===== config.mk =====
export PLATFORM = sky130hd
export DESIGN_NAME = multicyc_ctrl_unit_flat
export DESIGN_NICKNAME = d
export VERILOG_FILES = /design/src/rtl/multicyc_ctrl_unit_if.sv /design/src/rtl/multicyc_ctrl_unit.sv /design/src/flat_wrapper.sv
export SDC_FILE = /design/constraint.sdc
export NUM_CORES = 1
export LEC_CHECK = 0
export CAP_MARGIN = 20
export CORE_ASPECT_RATIO = 1.1
export CORE_MARGIN = 3
export CORE_UTILIZATION = 35
export DETAILED_ROUTE_END_ITERATION = 6
export GPL_TIMING_DRIVEN = 0
export PLACE_DENSITY = 0.59
export SLEW_MARGIN = 0
export SYNTH_ARGS = -nofsm -noshare
export SYNTH_HDL_FRONTEND = slang
export SYNTH_SLANG_ARGS = --single-unit

===== constraint.sdc =====
create_clock -name iClk -period 2.5 [get_ports iClk]
set_input_delay 0.25 -clock iClk [delete_from_list [all_inputs] [get_ports iClk]]
set_output_delay 0.25 -clock iClk [all_outputs]
set_load 0.02 [all_outputs]

===== src/rtl/multicyc_ctrl_unit_if.sv =====
// Datapath-facing bundle of the multi-cycle MIPS control unit: instruction fields,
// memory handshake and every datapath enable/select the controller drives.
interface multicyc_ctrl_unit_if #(
  parameter int unsigned CNT_W = 32
) ();

  logic [5:0]       iOpCode;
  logic [5:0]       iFunct;
  logic             iAluZero;
  logic             iMemReady;

  logic             oPCWrite;
  logic             oIRWrite;
  logic             oMDRWrite;
  logic             oRegWrite;
  logic             oMemRead;
  logic             oMemWrite;
  logic             oIorD;
  logic             oExtZero;
  logic [1:0]       oALUSrcA;
  logic [1:0]       oALUSrcB;
  logic [2:0]       oALUOp;
  logic [1:0]       oPCSource;
  logic [1:0]       oRegDst;
  logic [1:0]       oMemtoReg;
  logic             oIllegal;
  logic             oMemErr;
  logic             oHalted;
  logic [CNT_W-1:0] oRetired;

  modport master (
    input  iOpCode, iFunct, iAluZero, iMemReady,
    output oPCWrite, oIRWrite, oMDRWrite, oRegWrite, oMemRead, oMemWrite, oIorD, oExtZero,
           oALUSrcA, oALUSrcB, oALUOp, oPCSource, oRegDst, oMemtoReg,
           oIllegal, oMemErr, oHalted, oRetired
  );

  modport slave (
    output iOpCode, iFunct, iAluZero, iMemReady,
    input  oPCWrite, oIRWrite, oMDRWrite, oRegWrite, oMemRead, oMemWrite, oIorD, oExtZero,
           oALUSrcA, oALUSrcB, oALUOp, oPCSource, oRegDst, oMemtoReg,
           oIllegal, oMemErr, oHalted, oRetired
  );

endinterface


===== src/rtl/multicyc_ctrl_unit.sv =====
// Multi-cycle MIPS control FSM: sequences each instruction over a shared ALU and one
// memory port, with a ready handshake, optional access timeout and a retired counter.
module multicyc_ctrl_unit #(
  parameter int unsigned MEM_TIMEOUT     = 0,
  parameter bit          TRAP_ON_ILLEGAL = 1'b1,
  parameter int unsigned CNT_W           = 32
) (
  input logic                  iClk,
  input logic                  iRst_n,
  multicyc_ctrl_unit_if.master ctrl_bus
);

  localparam int unsigned WaitW = (MEM_TIMEOUT > 0) ? $clog2(MEM_TIMEOUT + 1) : 1;

  localparam logic [5:0] OpRType = 6'h00;
  localparam logic [5:0] OpJ     = 6'h02;
  localparam logic [5:0] OpJal   = 6'h03;
  localparam logic [5:0] OpBeq   = 6'h04;
  localparam logic [5:0] OpBne   = 6'h05;
  localparam logic [5:0] OpAddi  = 6'h08;
  localparam logic [5:0] OpAddiu = 6'h09;
  localparam logic [5:0] OpSlti  = 6'h0A;
  localparam logic [5:0] OpSltiu = 6'h0B;
  localparam logic [5:0] OpAndi  = 6'h0C;
  localparam logic [5:0] OpLui   = 6'h0F;
  localparam logic [5:0] OpLw    = 6'h23;
  localparam logic [5:0] OpSw    = 6'h2B;

  localparam logic [5:0] FnSll  = 6'h00;
  localparam logic [5:0] FnSrl  = 6'h02;
  localparam logic [5:0] FnSra  = 6'h03;
  localparam logic [5:0] FnJr   = 6'h08;
  localparam logic [5:0] FnJalr = 6'h09;
  localparam logic [5:0] FnAdd  = 6'h20;
  localparam logic [5:0] FnAddu = 6'h21;
  localparam logic [5:0] FnSub  = 6'h22;
  localparam logic [5:0] FnSubu = 6'h23;
  localparam logic [5:0] FnAnd  = 6'h24;
  localparam logic [5:0] FnOr   = 6'h25;
  localparam logic [5:0] FnXor  = 6'h26;
  localparam logic [5:0] FnNor  = 6'h27;
  localparam logic [5:0] FnSlt  = 6'h2A;

  typedef enum logic [3:0] {
    StFetch,
    StDecode,
    StMemAddr,
    StMemLw,
    StMemWb,
    StMemSw,
    StRExec,
    StRWb,
    StIExec,
    StIWb,
    StBranch,
    StJump,
    StJr,
    StTrap
  } state_e;

  state_e           state_q, state_d, dec_state;
  logic [WaitW-1:0] wait_q, wait_d;
  logic             mem_err_q, mem_err_d;
  logic [CNT_W-1:0] retired_q, retired_d;
  logic             dec_illegal, mem_wait, retire;

  logic [5:0] op, funct;
  logic       ready, zero;

  assign op    = ctrl_bus.iOpCode;
  assign funct = ctrl_bus.iFunct;
  assign ready = ctrl_bus.iMemReady;
  assign zero  = ctrl_bus.iAluZero;

  // Instruction dispatch out of DECODE.
  always_comb begin
    dec_state   = TRAP_ON_ILLEGAL ? StTrap : StFetch;
    dec_illegal = 1'b1;
    if (op inside {OpLw, OpSw}) begin
      dec_state   = StMemAddr;
      dec_illegal = 1'b0;
    end else if (op == OpRType && funct inside {FnAdd, FnAddu, FnSub, FnSubu, FnAnd, FnOr,
                                                FnXor, FnNor, FnSll, FnSrl, FnSra, FnSlt}) begin
      dec_state   = StRExec;
      dec_illegal = 1'b0;
    end else if (op == OpRType && funct inside {FnJr, FnJalr}) begin
      dec_state   = StJr;
      dec_illegal = 1'b0;
    end else if (op inside {OpAddi, OpAddiu, OpAndi, OpSlti, OpSltiu, OpLui}) begin
      dec_state   = StIExec;
      dec_illegal = 1'b0;
    end else if (op inside {OpBeq, OpBne}) begin
      dec_state   = StBranch;
      dec_illegal = 1'b0;
    end else if (op inside {OpJ, OpJal}) begin
      dec_state   = StJump;
      dec_illegal = 1'b0;
    end
  end

  always_comb begin
    state_d   = state_q;
    mem_wait  = 1'b0;
    mem_err_d = mem_err_q;
    unique case (state_q)
      StFetch:   if (ready) state_d = StDecode; else mem_wait = 1'b1;
      StDecode:  state_d = dec_state;
      StMemAddr: state_d = (op == OpLw) ? StMemLw : StMemSw;
      StMemLw:   if (ready) state_d = StMemWb; else mem_wait = 1'b1;
      StMemSw:   if (ready) state_d = StFetch; else mem_wait = 1'b1;
      StRExec:   state_d = StRWb;
      StIExec:   state_d = StIWb;
      StMemWb, StRWb, StIWb, StBranch, StJump, StJr: state_d = StFetch;
      StTrap:    state_d = StTrap;
      default:   state_d = StFetch;
    endcase

    // Ready in the limit cycle has already completed the access above.
    if (MEM_TIMEOUT > 0 && mem_wait && wait_q == WaitW'(MEM_TIMEOUT)) begin
      state_d   = StTrap;
      mem_err_d = 1'b1;
    end

    if (state_d != state_q) begin
      wait_d = '0;
    end else if (mem_wait) begin
      wait_d = wait_q + WaitW'(1);
    end else begin
      wait_d = wait_q;
    end

    retire    = (state_d == StFetch) &&
                (state_q inside {StMemWb, StMemSw, StRWb, StIWb, StBranch, StJump, StJr});
    retired_d = retire ? retired_q + {{(CNT_W-1){1'b0}}, 1'b1} : retired_q;
  end

  always_ff @(posedge iClk) begin
    if (!iRst_n) begin
      state_q   <= StFetch;
      wait_q    <= '0;
      mem_err_q <= 1'b0;
      retired_q <= '0;
    end else begin
      state_q   <= state_d;
      wait_q    <= wait_d;
      mem_err_q <= mem_err_d;
      retired_q <= retired_d;
    end
  end

  logic       pc_write, ir_write, mdr_write, reg_write, mem_read, mem_write, iord, ext_zero;
  logic [1:0] alu_src_a, alu_src_b, pc_source, reg_dst, mem_to_reg;
  logic [2:0] alu_op;
  logic       illegal, halted;

  always_comb begin
    pc_write   = 1'b0;
    ir_write   = 1'b0;
    mdr_write  = 1'b0;
    reg_write  = 1'b0;
    mem_read   = 1'b0;
    mem_write  = 1'b0;
    iord       = 1'b0;
    ext_zero   = 1'b0;
    alu_src_a  = 2'd0;
    alu_src_b  = 2'd0;
    alu_op     = 3'd0;
    pc_source  = 2'd0;
    reg_dst    = 2'd0;
    mem_to_reg = 2'd0;
    illegal    = 1'b0;
    halted     = 1'b0;
    // Reset forces every output low, including mid-access.
    if (iRst_n) begin
      unique case (state_q)
        StFetch: begin
          mem_read = 1'b1;
          if (ready) begin
            ir_write  = 1'b1;
            pc_write  = 1'b1;
            alu_src_b = 2'd1;
          end
        end
        StDecode: begin
          alu_src_b = 2'd3;
          illegal   = dec_illegal;
        end
        StMemAddr: begin
          alu_src_a = 2'd1;
          alu_src_b = 2'd2;
        end
        StMemLw: begin
          mem_read  = 1'b1;
          iord      = 1'b1;
          mdr_write = ready;
        end
        StMemWb: begin
          reg_write  = 1'b1;
          mem_to_reg = 2'd1;
        end
        StMemSw: begin
          mem_write = 1'b1;
          iord      = 1'b1;
        end
        StRExec: begin
          alu_src_a = (funct inside {FnSll, FnSrl, FnSra}) ? 2'd2 : 2'd1;
          alu_op    = 3'd2;
        end
        StRWb: begin
          reg_write = 1'b1;
          reg_dst   = 2'd1;
        end
        StIExec: begin
          alu_src_a = 2'd1;
          alu_src_b = 2'd2;
          ext_zero  = (op == OpAndi);
          case (op)
            OpAndi:  alu_op = 3'd3;
            OpSlti:  alu_op = 3'd4;
            OpSltiu: alu_op = 3'd5;
            OpLui:   alu_op = 3'd6;
            default: alu_op = 3'd0;
          endcase
        end
        StIWb: reg_write = 1'b1;
        StBranch: begin
          alu_src_a = 2'd1;
          alu_op    = 3'd1;
          pc_source = 2'd1;
          pc_write  = (op == OpBne) ? ~zero : zero;
        end
        StJump: begin
          pc_write  = 1'b1;
          pc_source = 2'd2;
          if (op == OpJal) begin
            reg_write  = 1'b1;
            reg_dst    = 2'd2;
            mem_to_reg = 2'd2;
          end
        end
        StJr: begin
          pc_write  = 1'b1;
          pc_source = 2'd3;
          if (funct == FnJalr) begin
            reg_write  = 1'b1;
            reg_dst    = 2'd1;
            mem_to_reg = 2'd2;
          end
        end
        StTrap:  halted = 1'b1;
        default: ;
      endcase
    end
  end

  assign ctrl_bus.oPCWrite  = pc_write;
  assign ctrl_bus.oIRWrite  = ir_write;
  assign ctrl_bus.oMDRWrite = mdr_write;
  assign ctrl_bus.oRegWrite = reg_write;
  assign ctrl_bus.oMemRead  = mem_read;
  assign ctrl_bus.oMemWrite = mem_write;
  assign ctrl_bus.oIorD     = iord;
  assign ctrl_bus.oExtZero  = ext_zero;
  assign ctrl_bus.oALUSrcA  = alu_src_a;
  assign ctrl_bus.oALUSrcB  = alu_src_b;
  assign ctrl_bus.oALUOp    = alu_op;
  assign ctrl_bus.oPCSource = pc_source;
  assign ctrl_bus.oRegDst   = reg_dst;
  assign ctrl_bus.oMemtoReg = mem_to_reg;
  assign ctrl_bus.oIllegal  = illegal;
  assign ctrl_bus.oHalted   = halted;
  assign ctrl_bus.oMemErr   = iRst_n & mem_err_q;
  assign ctrl_bus.oRetired  = iRst_n ? retired_q : '0;

endmodule


===== src/flat_wrapper.sv =====
// flat-port wrapper written by rule: the top's interface ports become plain ports
module multicyc_ctrl_unit_flat 
#(
  parameter int unsigned MEM_TIMEOUT     = 0,
  parameter bit          TRAP_ON_ILLEGAL = 1'b1,
  parameter int unsigned CNT_W           = 32
)
  (iClk, iRst_n, ctrl_bus_iOpCode, ctrl_bus_iFunct, ctrl_bus_iAluZero, ctrl_bus_iMemReady, ctrl_bus_oPCWrite, ctrl_bus_oIRWrite, ctrl_bus_oMDRWrite, ctrl_bus_oRegWrite, ctrl_bus_oMemRead, ctrl_bus_oMemWrite, ctrl_bus_oIorD, ctrl_bus_oExtZero, ctrl_bus_oALUSrcA, ctrl_bus_oALUSrcB, ctrl_bus_oALUOp, ctrl_bus_oPCSource, ctrl_bus_oRegDst, ctrl_bus_oMemtoReg, ctrl_bus_oIllegal, ctrl_bus_oMemErr, ctrl_bus_oHalted, ctrl_bus_oRetired);
  multicyc_ctrl_unit_if #(.CNT_W(CNT_W)) ctrl_bus_i ();
  input logic iClk;
  input logic iRst_n;
  input wire logic [$bits(ctrl_bus_i.iOpCode)-1:0] ctrl_bus_iOpCode;
  input wire logic [$bits(ctrl_bus_i.iFunct)-1:0] ctrl_bus_iFunct;
  input wire logic [$bits(ctrl_bus_i.iAluZero)-1:0] ctrl_bus_iAluZero;
  input wire logic [$bits(ctrl_bus_i.iMemReady)-1:0] ctrl_bus_iMemReady;
  output wire logic [$bits(ctrl_bus_i.oPCWrite)-1:0] ctrl_bus_oPCWrite;
  output wire logic [$bits(ctrl_bus_i.oIRWrite)-1:0] ctrl_bus_oIRWrite;
  output wire logic [$bits(ctrl_bus_i.oMDRWrite)-1:0] ctrl_bus_oMDRWrite;
  output wire logic [$bits(ctrl_bus_i.oRegWrite)-1:0] ctrl_bus_oRegWrite;
  output wire logic [$bits(ctrl_bus_i.oMemRead)-1:0] ctrl_bus_oMemRead;
  output wire logic [$bits(ctrl_bus_i.oMemWrite)-1:0] ctrl_bus_oMemWrite;
  output wire logic [$bits(ctrl_bus_i.oIorD)-1:0] ctrl_bus_oIorD;
  output wire logic [$bits(ctrl_bus_i.oExtZero)-1:0] ctrl_bus_oExtZero;
  output wire logic [$bits(ctrl_bus_i.oALUSrcA)-1:0] ctrl_bus_oALUSrcA;
  output wire logic [$bits(ctrl_bus_i.oALUSrcB)-1:0] ctrl_bus_oALUSrcB;
  output wire logic [$bits(ctrl_bus_i.oALUOp)-1:0] ctrl_bus_oALUOp;
  output wire logic [$bits(ctrl_bus_i.oPCSource)-1:0] ctrl_bus_oPCSource;
  output wire logic [$bits(ctrl_bus_i.oRegDst)-1:0] ctrl_bus_oRegDst;
  output wire logic [$bits(ctrl_bus_i.oMemtoReg)-1:0] ctrl_bus_oMemtoReg;
  output wire logic [$bits(ctrl_bus_i.oIllegal)-1:0] ctrl_bus_oIllegal;
  output wire logic [$bits(ctrl_bus_i.oMemErr)-1:0] ctrl_bus_oMemErr;
  output wire logic [$bits(ctrl_bus_i.oHalted)-1:0] ctrl_bus_oHalted;
  output wire logic [$bits(ctrl_bus_i.oRetired)-1:0] ctrl_bus_oRetired;
  assign ctrl_bus_i.iOpCode = ctrl_bus_iOpCode;
  assign ctrl_bus_i.iFunct = ctrl_bus_iFunct;
  assign ctrl_bus_i.iAluZero = ctrl_bus_iAluZero;
  assign ctrl_bus_i.iMemReady = ctrl_bus_iMemReady;
  assign ctrl_bus_oPCWrite = ctrl_bus_i.oPCWrite;
  assign ctrl_bus_oIRWrite = ctrl_bus_i.oIRWrite;
  assign ctrl_bus_oMDRWrite = ctrl_bus_i.oMDRWrite;
  assign ctrl_bus_oRegWrite = ctrl_bus_i.oRegWrite;
  assign ctrl_bus_oMemRead = ctrl_bus_i.oMemRead;
  assign ctrl_bus_oMemWrite = ctrl_bus_i.oMemWrite;
  assign ctrl_bus_oIorD = ctrl_bus_i.oIorD;
  assign ctrl_bus_oExtZero = ctrl_bus_i.oExtZero;
  assign ctrl_bus_oALUSrcA = ctrl_bus_i.oALUSrcA;
  assign ctrl_bus_oALUSrcB = ctrl_bus_i.oALUSrcB;
  assign ctrl_bus_oALUOp = ctrl_bus_i.oALUOp;
  assign ctrl_bus_oPCSource = ctrl_bus_i.oPCSource;
  assign ctrl_bus_oRegDst = ctrl_bus_i.oRegDst;
  assign ctrl_bus_oMemtoReg = ctrl_bus_i.oMemtoReg;
  assign ctrl_bus_oIllegal = ctrl_bus_i.oIllegal;
  assign ctrl_bus_oMemErr = ctrl_bus_i.oMemErr;
  assign ctrl_bus_oHalted = ctrl_bus_i.oHalted;
  assign ctrl_bus_oRetired = ctrl_bus_i.oRetired;
  multicyc_ctrl_unit #(.MEM_TIMEOUT(MEM_TIMEOUT), .TRAP_ON_ILLEGAL(TRAP_ON_ILLEGAL), .CNT_W(CNT_W)) u_core (.iClk(iClk), .iRst_n(iRst_n), .ctrl_bus(ctrl_bus_i));
endmodule

# After elaboration in Yosys (flattened, before gate mapping)
# Index checks and enable logic that the tools add are counted.
# op_classes
add_sub_neg	1
n_eq_ne	38
mux	60
bitwise_logic	1
reduce_logical	21
# ops
operator	n
6-bit == test, second input constant	11
6-bit by 4-bit == test with 1-bit output, second input constant	8
32-bit by 1-bit adder with 32-bit output, second input constant	1
32-bit two-way mux	1
4-bit two-way mux	8
4-bit case mux with 8 select lines	1
1-bit two-way mux	30
4-bit == test, second input constant	6
6-bit by 2-bit == test with 1-bit output, second input constant	4
2-bit case mux with 3 select lines	4
4-bit by 3-bit == test with 1-bit output, second input constant	4
2-bit two-way mux	8
6-bit by 3-bit == test with 1-bit output, second input constant	2
6-bit zero test	2
3-bit case mux with 4 select lines	1
12-bit nonzero test	1
3-bit two-way mux	3
3-bit case mux with 3 select lines	1
4-bit by 2-bit == test with 1-bit output, second input constant	2
4-bit zero test	2
2-bit nonzero test	4
2-bit OR reduction	4
7-bit nonzero test	1
1-bit case mux with 3 select lines	2
other kinds (7)	10
# word_totals
register_bits	36

# Longest topological paths before layout
# Gate-level depths: netlist of run 1.
# depth
depth_word	11
ltp_mapped	9

# Worst setup path before layout of run 1
# Ideal clock, no wire load.
# synth_timing
path_type	register to output
start	reg u_core.state_q[2]
end	out ctrl_bus_oRegWrite
arrival_time_ns	1.672
setup_slack_ns	0.578
path_stages_with_launch	7
n_path_buf	1
path_cell_list	dfxtp_1 > clkbuf_1 > nand2b_1 > or4_1 > o21ai_0 > a221oi_1 > nor2_1
# synth_via
elab_chain_len	4
# synth_lines
item	line	text
start: declaration	multicyc_ctrl_unit.sv:61	state_e state_q, state_d, dec_state;
start signal: assignment	multicyc_ctrl_unit.sv:139	state_q <= StFetch;
start signal: assignment	multicyc_ctrl_unit.sv:144	state_q <= state_d;
4-bit == test / 4-bit by 3-bit == test with 1-bit output (equally long branches)	multicyc_ctrl_unit.sv:175	unique case (state_q)
3-bit OR reduction (no line)	--	
1-bit case mux with 3 select lines *	multicyc_ctrl_unit.sv:175	
1-bit two-way mux *	multicyc_ctrl_unit.sv:174	if (iRst_n) begin
end: declaration	flat_wrapper.sv:19	output wire logic [$bits(ctrl_bus_i.oRegWrite)-1:0] ctrl_bus_oRegWrite;
# Every way passes the cells marked *; elsewhere a longest branch is shown, timed or not.

# Worst setup path in the final report of run 1
# layout_timing
start	in ctrl_bus_iOpCode[3]
end	out ctrl_bus_oRegWrite
# layout_via
elab_chain_len	4
# layout_lines
item	line	text
start: declaration	flat_wrapper.sv:12	input wire logic [$bits(ctrl_bus_i.iOpCode)-1:0] ctrl_bus_iOpCode;
6-bit by 2-bit == test with 1-bit output	multicyc_ctrl_unit.sv:235	if (op == OpJal) begin
1-bit two-way mux	multicyc_ctrl_unit.sv:235	
1-bit case mux with 3 select lines	multicyc_ctrl_unit.sv:175	
1-bit two-way mux	multicyc_ctrl_unit.sv:174	
# No other way between the ends.

==> flow_summary.toml, run 1 <==
[yosys]
synthMuxAreaShare_pct = 1.37
ys.flop_type = "dfxtp_1"
synth_top_family_by_area = "simple AND/OR/NAND/NOR gates"
ys_ff_latch = 36
synth-edff-count = 0
yosys_warnings = 0
synth.avg_cell_area_um2 = 7.36
synth_xor_area_share_pct = 3.92
synthAdderAreaFrac_pct = 0.472
netlist_instances = 360
ys_seq_area_share_pct = 27.2
yosys.area_share.simple_pct = 39.7
ys_async_sr_fraction_pct = 0
ys_types = 54
syn_nets = 377
synth_compound_area_share_pct = 20.7
syn_area_um2 = 2650

[route]
ant_nets = 0
wl_per_cell_um = 15.3
num_vias = 2845
drt-total-wl_mm = 7.93
drt-vias-per-instance = 5.48
drt_iter0_drc = 95
drc_errors = 0
dr.pass1.iters = 4

[worst_hold_path]
holdPathEnd = "u_core.retired_q[4]"
hold_depth = 3
min-delay-start = "iRst_n"
min_path_type = "in2reg"

[critical_path]
rr_endpoint = "u_core.retired_q[26]"
path_cells = "clkdlybuf4s50_1 > or3_1 > or4_1 > o21ai_0 > a221oi_1 > nor2_1 > clkdlybuf4s15_2"
cpPeakStageDelay_ns = 0.47
path_buf_inv = 2
reg2reg_depth = 7
critical_path_class = "in2out"
cp-end-kind = "output pin"
cp_slowest_cell = "or3_1"
worst_ep_arrival_time_ns = 2.29
rrSetupSlack_ns = 0.36
cp_data_required_time_ns = 2.25
critPathTopFamily = "simple AND/OR/NAND/NOR gates"
start_kind = "primary input"
r2r-start = "u_core.state_q[0]"
cp_max_fo = 5

[floorplan]
fp.dieH_um = 97.2
ios = 72
core_um2 = 7170
fp.dieW_um = 88.9
rows = 32
start_util_pct = 37.0
die_area_um2 = 8650

[timing]
rsz0062_at_grt = "yes"
hold_viol = 0
min_period_ns = 2.54
finalCritPeriodShare_pct = 102
finalMaxSlewViolations = 0
fmax_ghz = 0.394
worst_slack_ns = -0.0388
worstMarginPinSlew_ns = 0.530
finClkSkew_ns = 0.00652
max-slew-margin-rel_pct = 64.4
setup_viol = 1

[cts]
clkLatencyLatePin_ns = 0.28
cts_setup_buffers = 0
cts_htree_levels = 2
cts_tree = "done"
numCtsBuffers = 5
cts-root-buf = "clkbuf_8"
clockBufferDepth = 2
path_clk_slew_ns = 0.06
ctsHoldBuffers = 0
clkSinkCount = 36

[outcome]
outcome = "finished with violations"
violations = "setup timing"

[power]
p_leak_uw = 0.00137
p_seq_share_pct = 37.8
p_clk_share_pct = 20.9
vdd_drop_max_v = 0.000228
power_uw = 1750
p_sw_uw = 662
swShare_pct = 37.9
power_density_nw_per_um2 = 491
power_frac_comb_pct = 41.3
intPower_uw = 1080

[run]
cap_violations = 0

[cells_and_area]
fin_util_pct = 49.6
diodes = 0
fillCellCount = 731
final_nets = 453
drive_gt1_share_pct = 10.4
area_growth_pct = 34.2
final_cells = 519

[grt]
grt_pass1_wl_mm = 13.4
antenna_found_initial = 0
grt_util_all_layers_pct = 18.8
grt_max_degree = 13
grt.overflow.total = 0
grt_pass1_vias = 2791

[place]
place_hpwl_mm = 6.05
numPortBuffers = 70
gp_congestion = 0.906
dp_cells = 515
-- metal layers --
metal | vias to the layer above | wire length [um] | global-route usage, %
met1 | 1292 | 3770 | 26.4
met5 | - | 0 | 0
met4 | 0 | 135 | 5.27
met2 | 98 | 3620 | 29.3
li1 | 1443 | - | -
met3 | 12 | 404 | 3.31
-- Yosys cell counts, types with 2 or more instances --
cell type / count / share of area (%)
nand4_1: 13 / 3.1
o211ai_1: 7 / 2.0
nor3_1: 12 / 2.3
nand2_1: 29 / 4.1
nand2b_1: 10 / 2.4
a21oi_2: 3 / 0.99
a21oi_1: 19 / 3.6
a31oi_1: 2 / 0.47
inv_1: 8 / 1.1
o31ai_1: 3 / 0.85
nor2b_1: 7 / 1.7
nor2_1: 30 / 4.3
clkbuf_1: 14 / 2.0
and3_1: 7 / 1.7
xnor2_1: 7 / 2.3
or3_1: 16 / 3.8
nand3_1: 12 / 2.3
or4_1: 7 / 2.0
xor2_1: 3 / 0.99
o21ai_2: 4 / 1.3
buf_6: 4 / 1.7
o21ai_0: 32 / 6.0
a211oi_1: 2 / 0.57
o2111ai_1: 3 / 0.99
nor3b_1: 2 / 0.57
dfxtp_1: 36 / 27
o21a_1: 5 / 1.4
nand3b_1: 2 / 0.57
and2_1: 36 / 8.5
-- cells in the final DEF (no fill, tap or decap), types with 2 or more instances in the layout --
| cell type | count |
|---|---|
| or3_1 | 16 |
| a31oi_1 | 2 |
| buf_2 | 3 |
| nor2_1 | 28 |
| nand3b_1 | 2 |
| a211oi_1 | 2 |
| o21ai_0 | 32 |
| o2111ai_1 | 3 |
| nor3_1 | 12 |
| nand3_1 | 12 |
| clkdlybuf4s50_1 | 58 |
| nand2_1 | 29 |
| xnor2_1 | 7 |
| clkbuf_8 | 5 |
| nand4_1 | 13 |
| buf_6 | 4 |
| a21oi_2 | 3 |
| nor2b_1 | 6 |
| inv_1 | 8 |
| or4_1 | 7 |
| a21oi_1 | 19 |
| clkbuf_2 | 9 |
| o21ai_2 | 4 |
| clkbuf_1 | 4 |
| o31ai_1 | 3 |
| nand2b_1 | 10 |
| o211ai_1 | 7 |
| and3_1 | 7 |
| dfxtp_1 | 35 |
| nor2_2 | 2 |
| and2_1 | 36 |
| o21a_1 | 5 |
| dlygate4sd2_1 | 3 |
| xor2_1 | 3 |
| nor3b_1 | 2 |
| dlymetal6s2s_1 | 7 |
-- stage by stage --
step / hold WS (ns) / instance area, um^2 / setup WS (ns) / TNS (ns)
6_report: 0.393 / 3550 / -0.0388 / -0.0388
5_1_grt: 0.459 / 3550 / -0.146 / -0.538
4_1_cts: 0.484 / 3540 / 0.00569 / 0
3_5_place_dp: 0.474 / 3460 / -0.476 / -7.22
3_3_place_gp: 0.470 / 3460 / -0.444 / -6.61
2_1_floorplan: 0.402 / 2650 / 0.578 / 0
-- how the worst max path moves through the flow --
| stage | startpoint | slack (ns) | depth (start not counted) | endpoint |
|---|---|---|---|---|
| after CTS | iRst_n | 0.006 | 5 | ctrl_bus_oALUSrcA[1] |
| after floorplan | u_core.state_q[2] | 0.58 | 6 | ctrl_bus_oRegWrite |
| after global placement | iRst_n | -0.44 | 6 | ctrl_bus_oRegWrite |
| after detailed placement | iRst_n | -0.48 | 6 | ctrl_bus_oRegWrite |
| final | ctrl_bus_iOpCode[3] | -0.04 | 7 | ctrl_bus_oRegWrite |
| after global routing | u_core.state_q[2] | -0.15 | 7 | ctrl_bus_oRegWrite |
-- power by group through the flow --
stage	Clock, uW	Sequential [uW]	Combinational, uW
after detailed placement	0	649	738
after CTS	379	656	724
final	365	660	721
after global placement	0	648	739
after floorplan	0	638	498
after global routing	401	668	793
-- tightest hold or removal path: cells and delay by family --
family	cells	cell delay, ns
AO/OA/AOI/OAI	1	0.06
buffers and inverters	1	0.21
AND/OR/NAND/NOR	1	0.10
-- sequential cells by signal, summed over array words and instances, names as in the netlist --
signal / cells
u_core.state_q: 4
u_core.retired_q: 32
-- layout make-up --
cell class                 count  area [um^2]  area share (%)
timing repair buffer          70          711            20.0
sequential                    36          722            20.3
tap                           85          106            2.99
buffer                        22          150            4.22
inverter                       9         33.8           0.950
multi-input combinational    292         1760            49.6
clock buffer                   5         68.8            1.94
-- kinds of logic (layout without fill, tap and decap cells) --
kind of cell	after synthesis	count (layout)
multiplexers	3	3
buffers and inverters	32	106
other	1	1
AO/OA/AOI/OAI	87	87
flip-flops	36	36
XOR/XNOR	11	11
AND/OR/NAND/NOR	189	189
adder cells (fa/ha/maj)	1	1
-- timing repair --
item | in CTS | in global routing
gates cloned | 0 | 0
resized for setup | 21 | 11
endpoints found under the setup margin | 41 | 40
(Power assumes the default switching activity.)
==> inputs of run 2 (changes only) <==
- DONT_BUFFER_PORTS: default -> 1
- PLACE_DENSITY: 0.59 -> 0.47
==> run 2 against run 1 <==
  * The flow now finishes without violations
  * Non-clock buffer count decreased by 70
  * Register-to-register slack got worse by 0.09 ns
  * Utilization decreased by 9.8 points
  * Clock skew increased by 0.0011 ns
  * Critical path type is now reg2out
==> flow_summary.toml, run 2 (synthesis gave the netlist of run 1 again) <==
[worst_hold_path]
min-delay-start = "iRst_n"
min_path_type = "in2reg"

[cells_and_area]
drive_gt1_share_pct = 9.54
regArea_um2 = 721
final_cell_mix = "and2_1 (36), dfxtp_1 (36), o21ai_0 (32)"
max_flop_register = "u_core.retired_q"
diodes = 0
final_nets = 383
fillCellCount = 786
multiInputGateArea_um2 = 1770
top_regs = "u_core.retired_q: 32 flops, u_core.state_q: 4 flops"
largest_reg_flops = 32
area_growth_pct = 7.79

[critical_path]
cp_max_fo = 10
critical_path_class = "reg2out"
startpoint = "u_core.state_q[2]"
cp_data_required_time_ns = 2.25
cp-end-kind = "output pin"
r2r-start = "u_core.state_q[0]"
start_kind = "register"
worst_ep_arrival_time_ns = 2.12

[floorplan]
rows = 32
fp.dieW_um = 88.9
core_um2 = 7170
start_util_pct = 37.0
ios = 72
die_area_um2 = 8650
fp.dieH_um = 97.2

[cts]
cts_tree = "done"
clkLatencyLatePin_ns = 0.29
cts_setup_buffers = 0
numCtsBuffers = 5
clkSinkCount = 36
clockBufferDepth = 2
cts-root-buf = "clkbuf_8"
path_clk_slew_ns = 0.08
cts_htree_levels = 2

[run]
cap_violations = 0

[timing]
hold_viol = 0
max-slew-margin-rel_pct = 52.5
fmax_ghz = 0.422
finalCritPeriodShare_pct = 94.8
worstMarginPinSlew_ns = 0.707
rsz0062_at_grt = "yes"
whs_ns = 0.103
finalMaxSlewViolations = 0
finClkSkew_ns = 0.00767
min_period_ns = 2.37
tns_ns = 0
setup_viol = 0
worst_slack_ns = 0.129

[grt]
grt.overflow.total = 0
grt_max_degree = 13
grt_pass1_vias = 2483
grt_util_all_layers_pct = 18.5
antenna_found_initial = 0
grt_pass1_wl_mm = 12.8

[place]
place_hpwl_mm = 5.88
dp_slack_ns = 0.272
gp_congestion = 0.835
numPortBuffers = 0

[route]
drc_errors = 0
dr.pass1.iters = 4
drt_iter0_drc = 129
drt-vias-per-instance = 5.72
num_vias = 2584
wl_per_cell_um = 17.3
ant_nets = 0
drt-total-wl_mm = 7.81

[power]
power_uw = 1710
power_density_nw_per_um2 = 599
p_leak_uw = 0.000972
vdd_drop_max_v = 0.000293

[outcome]
outcome = "finished clean"
[run 2: worst max-delay path, stage by stage (launching register included)]
cell	delay, ns
dfxtp_1	0.38
clkbuf_1	0.32
clkbuf_1	0.39
xnor2_1	0.14
nor3b_1	0.59
[run 2: what timing repair did]
item,4_1_cts,5_1_grt
pin swaps,0,0
endpoints found under the hold margin,0,0
hold buffers,0,0
endpoints found under the setup margin,1,4
resized for setup,0,3
[run 2: layout make-up]
| class | count | share of cell area, % |
|---|---|---|
| Buffer | 22 | 4.73 |
| Multi-Input combinational cell | 292 | 61.9 |
| Clock buffer | 6 | 2.89 |
| Clock inverter | 2 | 0.351 |
| Inverter | 9 | 1.18 |
| Sequential cell | 36 | 25.2 |
| Tap cell | 85 | 3.72 |
[run 2: final timing paths]
check	endpoint	cells after the start	slack, ns
max reg2reg	u_core.retired_q[3]	9	0.27
max	ctrl_bus_oPCSource[0]	4	0.13
min reg2reg	u_core.retired_q[31]	2	0.49
min	u_core.retired_q[15]	2	0.10
[run 2: through the flow]
step                      utilization [%]  cells  area, um^2
after floorplan                         -    360        2650
after global placement               38.4    445        2760
after detailed placement             38.4    445        2760
after CTS                            39.7    452        2840
after global routing                 39.8    452        2860
final                                39.8    452        2860
[run 2: report_power, final]
part           leakage, uW  switching (uW)  internal, uW  total (uW)
clock            0.0000510             220           220         440
sequential        0.000291            54.4           603         657
combinational     0.000631             407           205         612
total             0.000972             682          1030        1710
[run 2: per-layer routing]
metal	global-route usage (%)	part of all wire, %	wire [um]
met5	0	0	0
met3	2.63	4.7	366
met4	3.44	0.79	62
met1	24.6	45	3540
met2	31.4	49	3840
==> inputs of run 3 (changes only) <==
--- a/config.mk
+++ b/config.mk
@@ -8,3 +8,3 @@
 export CAP_MARGIN = 20
-export CORE_ASPECT_RATIO = 1.1
+export CORE_ASPECT_RATIO = 0.9
 export CORE_MARGIN = 3
==> constraint.sdc (replaced) <==
create_clock -name iClk -period 2.5 [get_ports iClk]
set_input_delay 0.5 -clock iClk [delete_from_list [all_inputs] [get_ports iClk]]
set_output_delay 0.5 -clock iClk [all_outputs]
set_load 0.02 [all_outputs]
==> run 3 against run 2 <==
  * Die area is essentially flat
  * Combinational power grew 9.3%
  * Largest power group is now clock
  * Sequential share of layout area shrank 1.1 points
  * Critical path depth grew 2
  * First-iteration DRC count grew 87%
  * Global-route usage is essentially flat
  * Worst setup slack lost 0.12 ns
  * Clock power grew 65%
  * Maximum frequency shrank 4.9%
  * Hold slack gained 0.26 ns
  * Largest cell class unchanged
==> flow_summary.toml, run 3 (synthesis gave the netlist of run 1 again) <==
[critical_path]
cp-end-kind = "output pin"
reg2reg_depth = 7
worst_ep_arrival_time_ns = 1.99
endpoint = "ctrl_bus_oRegWrite"
critPathTopFamily = "simple AND/OR/NAND/NOR gates"
rr_endpoint = "u_core.retired_q[20]"
cp_data_required_time_ns = 2.00
cp_slowest_cell = "dfxtp_1"
path_buf_inv = 1
startpoint = "u_core.state_q[1]"
start_kind = "register"
r2r-start = "u_core.state_q[1]"
cp_max_fo = 10
cpPeakStageDelay_ns = 0.48
critical_path_class = "reg2out"
rrSetupSlack_ns = 0.31
path_cells = "clkbuf_2 > nor2b_1 > nand2_1 > o21ai_0 > a221oi_1 > nor2_2"
path_depth = 6

[route]
drt-vias-per-instance = 5.57
drt-total-wl_mm = 7.94
drc_errors = 0
wl_per_cell_um = 17.2
dr.pass1.iters = 6
drt_iter0_drc = 241
ant_nets = 0
num_vias = 2569

[power]
vdd_drop_max_v = 0.000366
power_frac_comb_pct = 32.9
p_clk_share_pct = 35.7
p_seq_share_pct = 31.4
p_leak_uw = 0.00103
swShare_pct = 34.6
intPower_uw = 1330
power_density_nw_per_um2 = 680
p_sw_uw = 702

[timing]
worstMarginPinSlew_ns = 0.703
finalMaxSlewViolations = 0
whs_ns = 0.359
setup_viol = 0
finClkSkew_ns = 0.00989
finalCritPeriodShare_pct = 99.7
max-slew-margin-rel_pct = 52.8
min_period_ns = 2.49
fmax_ghz = 0.401
rsz0062_at_grt = "yes"
hold_viol = 0
worst_slack_ns = 0.00697

[floorplan]
rows = 29
die_area_um2 = 8650
ios = 72
fp.dieW_um = 97.7
start_util_pct = 36.9
core_um2 = 7180
fp.dieH_um = 88.5

[cells_and_area]
drive_gt1_share_pct = 13.9
diodes = 0
area_growth_pct = 12.8
top_regs = "u_core.retired_q: 32 flops, u_core.state_q: 4 flops"
final_area_um2 = 2990
max_flop_register = "u_core.retired_q"
largest_reg_flops = 32
final_cells = 461
final_nets = 384
fin_util_pct = 41.6
final_cell_mix = "and2_1 (36), dfxtp_1 (36), o21ai_0 (31)"

[cts]
cts-root-buf = "clkbuf_8"
clkLatencyLatePin_ns = 0.29
clkSinkCount = 36
numCtsBuffers = 5
cts_tree = "done"
clockBufferDepth = 2
path_clk_slew_ns = 0.08
cts_htree_levels = 2

[grt]
grt_pass1_wl_mm = 12.8
grt_max_degree = 13
grt_util_all_layers_pct = 18.4
antenna_found_initial = 0
grt_pass1_vias = 2394
grt.overflow.total = 0

[run]
cap_violations = 0

[place]
place_area_um2 = 2770
gp_congestion = 0.868
numPortBuffers = 0
dp_cells = 453
dp_slack_ns = -0.00966
place_hpwl_mm = 5.90

[outcome]
outcome = "finished clean"

[worst_hold_path]
min_path_type = "in2reg"
==> run 3: cell types whose count changed in the layout (fill, tap and decap cells not counted), moves of 2 or more <==
| cell | delta |
|---|---|
| clkbuf_2 | +5 |
| clkbuf_1 | -4 |
| nor3_2 | +3 |
| bufinv_16 | +3 |
| nor3_1 | -3 |
| clkinv_2 | -2 |
==> run 3: per-stage QoR <==
step / TNS, ns / total power (uW)
after global placement: -0.0125 / 1270
final: 0 / 2030
after floorplan: 0 / 1140
after global routing: -0.191 / 2140
after CTS: -0.0613 / 2020
after detailed placement: -0.00966 / 1270
==> run 3: worst min-delay path by stage <==
stage                    startpoint  depth (start not counted)                    to  slack, ns
2_1_floorplan  u_core.retired_q[31]                          2  u_core.retired_q[31]       0.44
3_3_place_gp   u_core.retired_q[31]                          2  u_core.retired_q[31]       0.45
3_5_place_dp   u_core.retired_q[31]                          2  u_core.retired_q[31]       0.47
4_1_cts                      iRst_n                          2  u_core.retired_q[15]       0.35
5_1_grt                      iRst_n                          2   u_core.retired_q[4]       0.37
6_report                     iRst_n                          2  u_core.retired_q[15]       0.36
==> run 3: power groups by stage <==
| stage | Sequential [uW] | Clock (uW) | Combinational (uW) |
|---|---|---|---|
| after floorplan | 638 | 0 | 498 |
| after global placement | 648 | 0 | 624 |
| after detailed placement | 646 | 0 | 619 |
| after CTS | 633 | 745 | 639 |
| after global routing | 642 | 770 | 732 |
| final | 638 | 727 | 669 |
==> run 3: what timing repair did <==
action,4_1_cts,5_1_grt
gates resized for setup,12,13
hold buffers,0,0
setup endpoints to repair,9,12
setup buffers,0,0
pin swaps,0,1
==> run 3: final cells by class <==
| cell class | count | area, um^2 |
|---|---|---|
| Buffer | 23 | 149 |
| Clock buffer | 5 | 68.8 |
| Clock inverter | 3 | 90.1 |
| Fill cell | 748 | 4200 |
| Inverter | 9 | 33.8 |
| Multi-Input combinational cell | 292 | 1810 |
| Sequential cell | 36 | 721 |
| Tap cell | 93 | 116 |
==> run 3: layer usage <==
metal	share of wire [%]	up-vias	routed length, um	track usage [%]
met2	46	77	3620	29.4
met5	0	-	0	0
met3	6.0	7	478	4.65
met1	48	1185	3780	25.2
li1	-	1300	-	-
met4	0.67	0	53	4.53
